**config.mk**
```make
export PLATFORM = sky130hd
export DESIGN_NAME = seq_pattern_gen
export DESIGN_NICKNAME = d
export VERILOG_FILES = /design/src/rtl/seq_pattern_gen.sv
export SDC_FILE = /design/constraint.sdc
export NUM_CORES = 1
export LEC_CHECK = 0
export CAP_MARGIN = 20
export CELL_PAD_IN_SITES_DETAIL_PLACEMENT = 0
export CELL_PAD_IN_SITES_GLOBAL_PLACEMENT = 1
export CORE_ASPECT_RATIO = 0.5
export CORE_UTILIZATION = 40
export CTS_CLUSTER_SIZE = 10
export DETAILED_ROUTE_END_ITERATION = 6
export PLACE_DENSITY_LB_ADDON = 0.1
export SYNTH_ARGS = -nofsm -noshare
export SYNTH_HDL_FRONTEND = slang
export SYNTH_SLANG_ARGS = --single-unit
```
**constraint.sdc**
```tcl
create_clock -name clk -period 5.35 [get_ports clk]
set_clock_uncertainty 0.15 [all_clocks]
set_input_delay 0.8025 -clock clk [delete_from_list [all_inputs] [get_ports clk]]
set_output_delay 0.8025 -clock clk [all_outputs]
set_load 0.1 [all_outputs]
```
**src/rtl/seq_pattern_gen.sv**
```systemverilog
// Serial bit-pattern generator: shifts a latched pattern out MSB-first with a valid
// qualifier, with programmable repeat count and idle gaps, behind a start/busy/done handshake.
module seq_pattern_gen #(
  parameter int   MAX_LEN  = 16,
  parameter int   LEN_W    = $clog2(MAX_LEN) + 1,
  parameter int   REP_W    = 8,
  parameter int   GAP_W    = 4,
  parameter logic IDLE_VAL = 1'b0
) (
  input  logic               clk,
  input  logic               rst,
  input  logic               start,
  input  logic [MAX_LEN-1:0] pattern,
  input  logic [LEN_W-1:0]   len,
  input  logic [REP_W-1:0]   repeat_cnt,
  input  logic [GAP_W-1:0]   gap,
  input  logic               abort,
  output logic               ser_out,
  output logic               ser_valid,
  output logic               busy,
  output logic               done,
  output logic [1:0]         state_dbg
);

  // Handshake: start is a request sampled only in IDLE (busy=0); busy covers every
  // cycle from the first driven bit to the last; done pulses once in the cycle after
  // the final bit; abort ends a transfer without a done pulse.

  typedef enum logic [1:0] {
    ST_IDLE = 2'd0,
    ST_SEND = 2'd1,
    ST_GAP  = 2'd2
  } state_t;

  localparam logic [LEN_W-1:0] MAX_LEN_L = LEN_W'(MAX_LEN);

  state_t             state, state_d;
  logic [MAX_LEN-1:0] shreg, shreg_d;
  logic [MAX_LEN-1:0] pat_q, pat_d;
  logic [LEN_W-1:0]   bit_cnt, bit_cnt_d;
  logic [LEN_W-1:0]   len_q, len_d;
  logic [REP_W-1:0]   rep_cnt, rep_cnt_d;
  logic [GAP_W-1:0]   gap_cnt, gap_cnt_d;
  logic [GAP_W-1:0]   gap_q, gap_d;
  logic               done_d, ser_out_d, ser_valid_d, busy_d;
  logic [LEN_W-1:0]   len_eff;
  logic [MAX_LEN-1:0] pat_aligned;

  // Left-align the pattern so bit len-1 sits at the MSB and a plain left shift serialises it.
  assign len_eff     = (len > MAX_LEN_L) ? MAX_LEN_L : len;
  assign pat_aligned = pattern << (MAX_LEN_L - len_eff);
  assign state_dbg   = state;

  always_ff @(posedge clk) begin
    if (rst) begin
      state     <= ST_IDLE;
      shreg     <= '0;
      pat_q     <= '0;
      bit_cnt   <= '0;
      len_q     <= '0;
      rep_cnt   <= '0;
      gap_cnt   <= '0;
      gap_q     <= '0;
      ser_out   <= IDLE_VAL;
      ser_valid <= 1'b0;
      busy      <= 1'b0;
      done      <= 1'b0;
    end else begin
      state     <= state_d;
      shreg     <= shreg_d;
      pat_q     <= pat_d;
      bit_cnt   <= bit_cnt_d;
      len_q     <= len_d;
      rep_cnt   <= rep_cnt_d;
      gap_cnt   <= gap_cnt_d;
      gap_q     <= gap_d;
      ser_out   <= ser_out_d;
      ser_valid <= ser_valid_d;
      busy      <= busy_d;
      done      <= done_d;
    end
  end

  always_comb begin
    state_d   = state;
    shreg_d   = shreg;
    pat_d     = pat_q;
    bit_cnt_d = bit_cnt;
    len_d     = len_q;
    rep_cnt_d = rep_cnt;
    gap_cnt_d = gap_cnt;
    gap_d     = gap_q;
    done_d    = 1'b0;
    if (abort) begin
      state_d = ST_IDLE;
    end else begin
      case (state)
        ST_IDLE: begin
          if (start) begin
            pat_d     = pat_aligned;
            len_d     = len_eff;
            gap_d     = gap;
            rep_cnt_d = (repeat_cnt == '0) ? REP_W'(1) : repeat_cnt;
            if (len_eff != '0) begin
              state_d   = ST_SEND;
              shreg_d   = pat_aligned;
              bit_cnt_d = len_eff;
            end else begin
              done_d = 1'b1;
            end
          end
        end
        ST_SEND: begin
          if (bit_cnt > LEN_W'(1)) begin
            shreg_d   = shreg << 1;
            bit_cnt_d = bit_cnt - LEN_W'(1);
          end else if (rep_cnt > REP_W'(1)) begin
            // Repetition counter only decrements while above 1, so it never wraps.
            rep_cnt_d = rep_cnt - REP_W'(1);
            if (gap_q != '0) begin
              state_d   = ST_GAP;
              gap_cnt_d = gap_q;
            end else begin
              shreg_d   = pat_q;
              bit_cnt_d = len_q;
            end
          end else begin
            state_d = ST_IDLE;
            done_d  = 1'b1;
          end
        end
        ST_GAP: begin
          if (gap_cnt > GAP_W'(1)) begin
            gap_cnt_d = gap_cnt - GAP_W'(1);
          end else begin
            state_d   = ST_SEND;
            shreg_d   = pat_q;
            bit_cnt_d = len_q;
          end
        end
        default: state_d = ST_IDLE;
      endcase
    end
  end

  // Outputs are decoded from next-state values and registered alongside the state.
  always_comb begin
    ser_valid_d = (state_d == ST_SEND);
    ser_out_d   = ser_valid_d ? shreg_d[MAX_LEN-1] : IDLE_VAL;
    busy_d      = (state_d != ST_IDLE);
  end

endmodule
```
==> qor.yml <==
synth-seq-area-share_pct: 31.9
cp_cell_sequence: "clkdlybuf4s50_1 > nor2b_2 > clkinv_1 > ha_1 > o21a_1 > ha_1 > o21ai_0 > o21ai_0 > nor4_4 > nor2_1 > buf_6 > a221o_1"
h-tree-depth: 3
wire_per_inst_microns: 16.8
grt_max_degree: 42
timing.rr.start: "state_dbg[0]"
post-route-period-util_pct: 81.4
fin_cells: 653
yosysWarnings: 0
whs_endpoint: "pat_q[14]"
clockBufferDepth: 2
drtIter0Drc: 287
cts.sinks: 64
wirelength_mm: 11.0
status: "complete, no violations"
ir_drop_uv: 157
p_leak_nw: 1.79
synth_area_leader_cell: "dfxtp_1"
syn_avg_cell_area_sq_um: 8.42
layout_common_cells: "dfxtp_1, nand2_1, nor2_1"
cap_viol_max_count: 0
synth_top_area_share_pct: 31.9
start_util_pct: 41.8
hold_path_class: "reg -> reg"
min_from: "pat_q[14]"
tightest_slew_ns: 0.991
clock.fmax_ghz: 0.230
final_util_pct: 50.8
total_power_mw: 1.43
dpl_worst_slack_ns: 0.684
startpoint_type: "input pin"
dpl.cell_count: 637
slowest_delay_ns: 0.57
coreArea_sq_um: 9600
antennaDiodeCount: 0
end_kind: "flop"
dr.pass1.iters: 5
syn_nets: 527
crit_fanout: 9
clock_latency_ns: 0.33
worstPathRequired_ns: 5.42
ctsHoldBuffers: 0
power.density_nw_per_um2: 293
worst_hold_slack_ns: 0.297
ant_nets: 0
slowest_stage: "clkdlybuf4s50_1"
io_pins: 43
post_cts_buffers: 0
place_area_sq_um: 4560
portBuffers: 42
synth-seq-cells: 64
final_common_cell: "dfxtp_1"
hold_viol: 0
areaGrowthSynthToFinish_pct: 21.6
grt_antenna_before_repair: 0
fin_nets: 564
die_x_microns: 144
reg2reg_slack_ns: 2.27
rsz0062_at_grt: "no"
gp_congestion: 0.894
dieArea_sq_um: 10500
tns_ns: 0
slew_violations: 0
grt_pass1_vias: 3336
drive_gt1_share_pct: 12.2
grt-ovfl-total: 0
die_y_microns: 72.8
synth_edf_count: 0
synth_ff_type: "dfxtp_1"
rows: 25
stdcell_area_sq_um: 4880
crit_arrival_ns: 4.42
postSynthCellCount: 477
holdPathStages: 2
yosys-top-cells-area: "dfxtp_1, nand2_1, a21oi_1"
max_slew_margin_pct: 33.8
path_clk_slew_ns: 0.05
reg2reg_to: "shreg[9]"
vias: 3631
setup_ws_ns: 0.995
drc: 0
cp-startpoint: "len[4]"
dpl.hpwl_mm: 7.91
setup_viol: 0
grt_pass1_wl_mm: 17.5
cts_buffers: 9
grt_util_all_layers_pct: 22.1
r2r_cells: 8
synth_area_sq_um: 4020
async_reset_ff_share_pct: 0
post_cts_resize_count: 0
cts_tree: "yes"
min_period_ns: 4.35
cts_root_buffer: "clkbuf_16"
viasPerCell: 5.56
crit_type: "in -> reg"
ys_types: 62
## worst max-delay path by stage
stage / to / depth (start not counted)
2_1_floorplan: shreg[15] / 11
3_3_place_gp: shreg[15] / 9
3_5_place_dp: shreg[15] / 9
4_1_cts: shreg[14] / 11
5_1_grt: shreg[9] / 12
6_report: shreg[9] / 12
## cell usage after synthesis (all sizes together), types with 3 or more instances
cell	number
nand2	53
a22o	13
nand3	10
ha	13
mux2i	17
o2bb2ai	7
or2	4
and2	4
a31oi	3
nand4	4
a222oi	5
nor4	6
a221o	6
o211ai	5
inv	20
nor2	51
and3	5
mux2	12
xor2	4
clkbuf	17
o22ai	3
mux4	8
a21oi	39
nand2b	10
dfxtp	64
buf	9
nor3	13
nor2b	6
a22oi	9
a211o	3
a211oi	9
a2bb2oi	3
o21ai	12
## registers in the layout (all words and copies together), names as in the netlist
name / cells
bit_cnt: 5
len_q: 5
ser_valid: 1
busy: 1
pat_q: 16
ser_out: 1
gap_q: 4
done: 1
gap_cnt: 4
shreg: 16
rep_cnt: 8
state_dbg: 2
## final cells by class
type	instances	area (sq um)
timing repair buffer	52	499
clock inverter	3	40.0
multi-input combinational	366	2550
sequential	64	1280
fill	950	4720
clock buffer	12	267
inverter	21	78.8
tap	135	169
## per-layer routing
layer  part of all wire, %  vias to the layer above  track usage, %
met4                  0.81                        0            5.44
met3                   4.2                       10            5.18
li1                      -                     1839               -
met5                     0                        -               0
met2                    42                       68            33.9
met1                    53                     1714            31.3
## kinds of logic (layout without fill, tap and decap cells)
group / after synthesis / after routing / synth area share (%)
mux: 37 / 37 / 12.1
fa+ha+maj: 13 / 13 / 4.05
buf+inv: 47 / 88 / 4.74
compound gates: 137 / 137 / 25.1
simple gates: 174 / 174 / 21.0
xor+xnor: 5 / 5 / 1.09
flops: 64 / 64 / 31.9
## where the power goes
group / leakage [nW] / switching, mW / total [mW] / internal, mW
Combinational: 1.11 / 0.188 / 0.322 / 0.135
Clock: 0.154 / 0.205 / 0.599 / 0.394
Sequential: 0.519 / 0.0144 / 0.510 / 0.496
## critical path, delay by kind of cell
family / cells / cell delay (ns)
adders and majority gates: 2 / 0.56
AOI/OAI and AO/OA: 4 / 1.02
and+or+nand+nor: 3 / 0.99
buffers and inverters: 3 / 1.03
(Power assumes the default switching activity.)
